$ cat config.mk
export PLATFORM = sky130hd
export DESIGN_NAME = uart_tx_serializer_flat
export DESIGN_NICKNAME = d
export VERILOG_FILES = /design/src/rtl/uart_tx_serializer_if.sv /design/src/rtl/uart_tx_serializer.sv /design/src/flat_wrapper.sv
export SDC_FILE = /design/constraint.sdc
export NUM_CORES = 1
export LEC_CHECK = 0
export CAP_MARGIN = 20
export CORE_MARGIN = 5
export CORE_UTILIZATION = 30
export CTS_BUF_LIST = sky130_fd_sc_hd__clkbuf_8
export DETAILED_ROUTE_END_ITERATION = 10
export HOLD_SLACK_MARGIN = 0.08
export PLACE_DENSITY = 0.56
export SYNTH_ARGS = -nofsm -noshare
export SYNTH_HDL_FRONTEND = slang
export SYNTH_SLANG_ARGS = --single-unit
export TNS_END_PERCENT = 30
$ cat constraint.sdc
create_clock -name wclk -period 2.9 [get_ports wclk]
set_clock_uncertainty 0.15 [all_clocks]
set_input_delay 0.29 -clock wclk [delete_from_list [all_inputs] [get_ports wclk]]
set_output_delay 0.29 -clock wclk [all_outputs]
set_load 0.03 [all_outputs]
$ cat src/rtl/uart_tx_serializer_if.sv
// FIFO read-side handshake between the TX FIFO (first-word-fall-through) and the
// serializer. The serializer is the master: it pops words from the FIFO.
interface uart_tx_serializer_if #(
  parameter int DATA_WIDTH = 8
);
  logic [DATA_WIDTH-1:0] fifo_data;
  logic                  fifo_empty;
  logic                  fifo_rd;

  modport master (
    input  fifo_data,
    input  fifo_empty,
    output fifo_rd
  );

  modport slave (
    output fifo_data,
    output fifo_empty,
    input  fifo_rd
  );
endinterface

$ cat src/rtl/uart_tx_serializer.sv
// UART transmit serializer: pops one FIFO word per frame and shifts out
// start, 5-8 data bits LSB first, optional parity and 1-2 stop bits on txd.
module uart_tx_serializer #(
  parameter int DATA_WIDTH = 8,
  parameter int OS_RATE    = 16
) (
  input  logic                        wclk,
  input  logic                        rst_n,
  uart_tx_serializer_if.master        fifo,
  input  logic                        baud_tick,
  input  logic                        tx_en,
  input  logic [1:0]                  data_len,
  input  logic                        parity_en,
  input  logic                        parity_odd,
  input  logic                        stop2,
  output logic                        txd,
  output logic                        tx_busy,
  output logic                        tx_done
);

  localparam int CNT_W = (OS_RATE > 1) ? $clog2(OS_RATE) : 1;
  localparam logic [CNT_W-1:0] TICK_LAST = CNT_W'(OS_RATE - 1);

  typedef enum logic [2:0] {
    IDLE   = 3'd0,
    START  = 3'd1,
    DATA   = 3'd2,
    PARITY = 3'd3,
    STOP   = 3'd4
  } state_t;

  // Parity over the data bits actually sent; bits above the frame length are ignored.
  function automatic logic calc_parity(input logic [DATA_WIDTH-1:0] data,
                                       input logic [1:0]            len,
                                       input logic                  odd);
    logic p;
    p = odd;
    for (int i = 0; i < DATA_WIDTH; i++) begin
      if (i < (int'(len) + 5)) p = p ^ data[i];
      else                     p = p;
    end
    return p;
  endfunction

  state_t                state_r, next_state_s;
  logic [CNT_W-1:0]      tick_cnt_r;
  logic [2:0]            bit_cnt_r;
  logic [DATA_WIDTH-1:0] shift_r, shift_next_s;
  logic [1:0]            len_r;
  logic                  par_en_r;
  logic                  stop2_r;
  logic                  parity_r;
  logic                  txd_r, txd_next_s;
  logic                  tx_done_r;
  logic                  fifo_rd_s;
  logic                  bit_end_s;
  logic [2:0]            bit_last_s;
  logic [2:0]            stop_last_s;

  assign fifo_rd_s   = rst_n & tx_en & ~fifo.fifo_empty & (state_r == IDLE);
  assign fifo.fifo_rd = fifo_rd_s;
  assign bit_end_s   = baud_tick & (tick_cnt_r == TICK_LAST);
  assign bit_last_s  = {1'b0, len_r} + 3'd4;
  assign stop_last_s = stop2_r ? 3'd1 : 3'd0;

  assign txd     = txd_r;
  assign tx_busy = (state_r != IDLE);
  assign tx_done = tx_done_r;

  // Next-state, next shift value and next line level.
  always_comb begin
    next_state_s = state_r;
    shift_next_s = shift_r;
    txd_next_s   = 1'b1;
    case (state_r)
      IDLE: begin
        if (fifo_rd_s) next_state_s = START;
        else           next_state_s = IDLE;
      end
      START: begin
        if (bit_end_s) next_state_s = DATA;
        else           next_state_s = START;
      end
      DATA: begin
        if (bit_end_s && (bit_cnt_r == bit_last_s)) begin
          next_state_s = par_en_r ? PARITY : STOP;
        end else if (bit_end_s) begin
          shift_next_s = {1'b0, shift_r[DATA_WIDTH-1:1]};
        end else begin
          next_state_s = DATA;
        end
      end
      PARITY: begin
        if (bit_end_s) next_state_s = STOP;
        else           next_state_s = PARITY;
      end
      STOP: begin
        if (bit_end_s && (bit_cnt_r == stop_last_s)) next_state_s = IDLE;
        else                                          next_state_s = STOP;
      end
      default: next_state_s = IDLE;
    endcase

    // txd follows the state being entered so both change on the same edge.
    case (next_state_s)
      START:   txd_next_s = 1'b0;
      DATA:    txd_next_s = shift_next_s[0];
      PARITY:  txd_next_s = parity_r;
      default: txd_next_s = 1'b1;
    endcase
  end

  // State, line and done-pulse registers.
  always_ff @(posedge wclk or negedge rst_n) begin
    if (!rst_n) begin
      state_r   <= IDLE;
      txd_r     <= 1'b1;
      tx_done_r <= 1'b0;
    end else begin
      state_r   <= next_state_s;
      txd_r     <= txd_next_s;
      tx_done_r <= (state_r == STOP) && (next_state_s == IDLE);
    end
  end

  // Word capture, shadow configuration and bit/tick counters.
  always_ff @(posedge wclk or negedge rst_n) begin
    if (!rst_n) begin
      shift_r    <= '0;
      len_r      <= 2'b00;
      par_en_r   <= 1'b0;
      stop2_r    <= 1'b0;
      parity_r   <= 1'b0;
      tick_cnt_r <= '0;
      bit_cnt_r  <= 3'd0;
    end else if (fifo_rd_s) begin
      shift_r    <= fifo.fifo_data;
      len_r      <= data_len;
      par_en_r   <= parity_en;
      stop2_r    <= stop2;
      parity_r   <= calc_parity(fifo.fifo_data, data_len, parity_odd);
      tick_cnt_r <= '0;
      bit_cnt_r  <= 3'd0;
    end else begin
      shift_r <= shift_next_s;
      if (baud_tick && (state_r != IDLE)) begin
        tick_cnt_r <= (tick_cnt_r == TICK_LAST) ? '0 : tick_cnt_r + CNT_W'(1);
      end else begin
        tick_cnt_r <= tick_cnt_r;
      end
      // bit_cnt counts data bits in DATA and stop bits in STOP.
      if (next_state_s != state_r) begin
        bit_cnt_r <= 3'd0;
      end else if (bit_end_s && ((state_r == DATA) || (state_r == STOP))) begin
        bit_cnt_r <= bit_cnt_r + 3'd1;
      end else begin
        bit_cnt_r <= bit_cnt_r;
      end
    end
  end

endmodule

$ cat src/flat_wrapper.sv
// flat-port wrapper written by rule: the top's interface ports become plain ports
module uart_tx_serializer_flat 
#(
  parameter int DATA_WIDTH = 8,
  parameter int OS_RATE    = 16
)
  (wclk, rst_n, baud_tick, tx_en, data_len, parity_en, parity_odd, stop2, txd, tx_busy, tx_done, fifo_fifo_data, fifo_fifo_empty, fifo_fifo_rd);
  uart_tx_serializer_if #(.DATA_WIDTH(DATA_WIDTH)) fifo_i ();
  input  logic wclk;
  input  logic rst_n;
  input  logic baud_tick;
  input  logic tx_en;
  input  logic [1:0] data_len;
  input  logic parity_en;
  input  logic parity_odd;
  input  logic stop2;
  output logic txd;
  output logic tx_busy;
  output logic tx_done;
  input wire logic [$bits(fifo_i.fifo_data)-1:0] fifo_fifo_data;
  input wire logic [$bits(fifo_i.fifo_empty)-1:0] fifo_fifo_empty;
  output wire logic [$bits(fifo_i.fifo_rd)-1:0] fifo_fifo_rd;
  assign fifo_i.fifo_data = fifo_fifo_data;
  assign fifo_i.fifo_empty = fifo_fifo_empty;
  assign fifo_fifo_rd = fifo_i.fifo_rd;
  uart_tx_serializer #(.DATA_WIDTH(DATA_WIDTH), .OS_RATE(OS_RATE)) u_core (.wclk(wclk), .rst_n(rst_n), .fifo(fifo_i), .baud_tick(baud_tick), .tx_en(tx_en), .data_len(data_len), .parity_en(parity_en), .parity_odd(parity_odd), .stop2(stop2), .txd(txd), .tx_busy(tx_busy), .tx_done(tx_done));
endmodule
==> impl_metrics.py <==
metrics = {
    "setup_path": {
        "endpoint_kind": "primary output",
        "path_buf_inv": 1,
        "crit_path_max_fanout": 13,
        "cp_slowest_cell": "clkdlybuf4s50_1",
        "cp.arrival_ps": 1860,
        "required_ps": 2460,
        "crit_path_cell_trace": "or3_4 > clkdlybuf4s50_1",
        "critPathKind": "reg2out",
        "cp-start-kind": "flip-flop",
        "crit_family": "buffers and inverters",
        "critPathMaxStageDelay_ps": 600,
    },
    "sta": {
        "finalHoldViolations": 0,
        "clock.fmax_ghz": 0.4346,
        "slew_headroom_pct": 71.20,
        "drv_slew": 0,
        "min_period_over_period_pct": 79.35,
        "worst_pin_slew_ps": 432.1,
        "setup_viol": 0,
        "rsz0062_at_grt": "no",
        "setup_ws_ps": 598.9,
        "period_minus_slack_ps": 2301,
        "tns_ps": 0,
        "hold_ws_ps": 286.0,
    },
    "synthesis": {
        "synthFlopType": "dfrtp_1",
        "synth_cell_types": 43,
        "ys_warn_count": 0,
        "synth-edff-count": 0,
        "async_flop_share_pct": 100.0,
        "netlist_area_sq_um": 1433,
        "yosys_register_bits": 25,
        "synth.net_count": 152,
        "synthCells": 132,
        "yosysSeqAreaShare_pct": 43.76,
        "postSynthAreaPerCell_sq_um": 10.85,
    },
    "routing": {
        "antenna_left": 0,
        "drt_pass1_iterations": 4,
        "wl_per_cell_um": 13.67,
        "drt_iter0_markers": 37,
        "finalWirelength_um": 2816,
        "num_vias": 1012,
        "viasPerCell": 4.913,
        "drc_errors": 0,
    },
    "floorplan": {
        "die_h_um": 79.11,
        "die_w_um": 79.11,
        "core_area_sq_um": 4692,
        "die_area_sq_um": 6258,
        "start_util_pct": 30.53,
        "row_count": 25,
        "pin_count": 22,
    },
    "place": {
        "pre_cts_ws_ps": 817.2,
        "io_buffers": 21,
        "gp_congestion": 0.8015,
        "place_hpwl_um": 2179,
        "place_area_sq_um": 1668,
    },
    "global_routing": {
        "grt_pass1_vias": 1090,
        "grt_max_degree": 26,
        "overflow": 0,
        "track_usage_pct": 10.15,
        "grt_pass1_wl_um": 5181,
        "antenna_found_initial": 0,
    },
    "final_layout": {
        "fin_area_sq_um": 1713,
        "final_cell_mix": "dfrtp_1 (24), clkdlybuf4s50_1 (20), nand2_1 (16)",
        "drive_above_1_share_pct": 15.79,
        "final_common_cell": "dfrtp_1",
        "antenna_cells": 0,
        "fill_cells": 458,
        "area_growth_pct": 19.56,
        "num-nets-final": 173,
    },
    "clocking": {
        "cts_root_buf": "clkbuf_8",
        "cts.repair.resized": 0,
        "cts_buffer_depth": 2,
        "cts_hold_buf": 0,
        "cts_tree": "built",
        "htree_levels": 1,
        "cts_made_buffers": 3,
        "clkSlewWorstSetupHoldPaths_ps": 90,
        "postCtsSetupBuffers": 0,
        "cts.sink_count": 25,
        "clkLatencyLatePin_ps": 260,
    },
    "job": {
        "drv_cap": 0,
    },
    "min_path": {
        "min_path_type": "in2async",
    },
    "power_and_ir_drop": {
        "p_leak_uw": 0.0007289,
        "vdd_drop_max_uv": 326.8,
        "pwr_density_cell_nw_per_um2": 760.8,
        "finalPower_uw": 1303,
    },
    "outcome": {
        "outcome": "finished clean",
    },
}
[cell type report]
type,count,area [sq um],share of cell area [%]
sequential,25,626.9,36.60
multi-input combinational,100,750.7,43.83
clock buffer,3,41.29,2.411
clock inverter,1,3.754,0.2191
timing repair buffer,23,222.7,13.00
tap,54,67.56,3.944
[worst paths after layout]
path / start / endpoint / slack, ps / cells after the start
worst max-delay path: u_core.state_r[2]$_DFF_PN0_ / tx_busy / 600 / 2
worst min-delay path: rst_n / u_core.tick_cnt_r[3]$_DFFE_PN0P_ / 290 / 2
worst max register to register: u_core.tick_cnt_r[0]$_DFFE_PN0P_ / u_core.txd$_DFF_PN1_ / 900 / 5
worst min register to register: u_core.parity_r$_DFFE_PN0P_ / u_core.txd$_DFF_PN1_ / 350 / 2
max in group asynchronous: rst_n / u_core.txd$_DFF_PN1_ / 2020 / 2
min in group wclk: u_core.parity_r$_DFFE_PN0P_ / u_core.txd$_DFF_PN1_ / 350 / 2
[stage by stage]
| stage | utilization [%] | std cells |
|---|---|---|
| 3_3_place_gp | 35.55 | 202 |
| 4_1_cts | 36.51 | 206 |
| 2_1_floorplan | - | 132 |
| 6_report | 36.51 | 206 |
| 5_1_grt | 36.51 | 206 |
| 3_5_place_dp | 35.55 | 202 |
[power breakdown]
part / internal (uW) / total, uW / switching, uW
registers: 489 / 629 / 140
clock network: 94.5 / 198 / 104
logic: 245 / 475 / 230
total: 829 / 1300 / 474
[worst register-to-register path, stage by stage (launching register included)]
cell     delay (ps)
dfrtp_1         430
ha_1            290
and4_1          370
nand4_4         240
mux2i_1         210
a32oi_1         230
[synth_stat cells, types with 3 or more instances]
master	count	area, sq um
buf_4	3	22.52
dfrtp_1	24	600.6
mux2_2	4	45.04
mux2i_1	8	80.08
nand2_1	16	60.06
nand3_1	3	15.01
nor2_1	6	22.52
o21ai_0	4	20.02
o21ai_1	9	45.04
xnor2_1	13	113.9
[flip-flops by register name, summed over array words and instances, names as in the netlist]
register	flops
u_core.shift_r	8
u_core.tick_cnt_r	4
u_core.bit_cnt_r	3
u_core.state_r	3
u_core.len_r	2
u_core.par_en_r	1
u_core.parity_r	1
u_core.stop2_r	1
u_core.tx_done	1
u_core.txd	1
[cell families after synthesis]
logic type,after synthesis,share of synthesized area (%)
AO/OA/AOI/OAI,24,10.83
adder cells (fa/ha/maj),2,1.746
flip-flops,25,43.76
XOR/XNOR,15,9.171
buffers and inverters,7,3.843
multiplexers,12,8.734
AND/OR/NAND/NOR,47,21.92
[routing by layer]
metal  wire length [um]  GRT usage [%]
met1               1302          12.80
met2               1393          17.93
met3                120          3.061
met4                  0         0.5155
met5                  0              0
(Power assumes the default switching activity.)
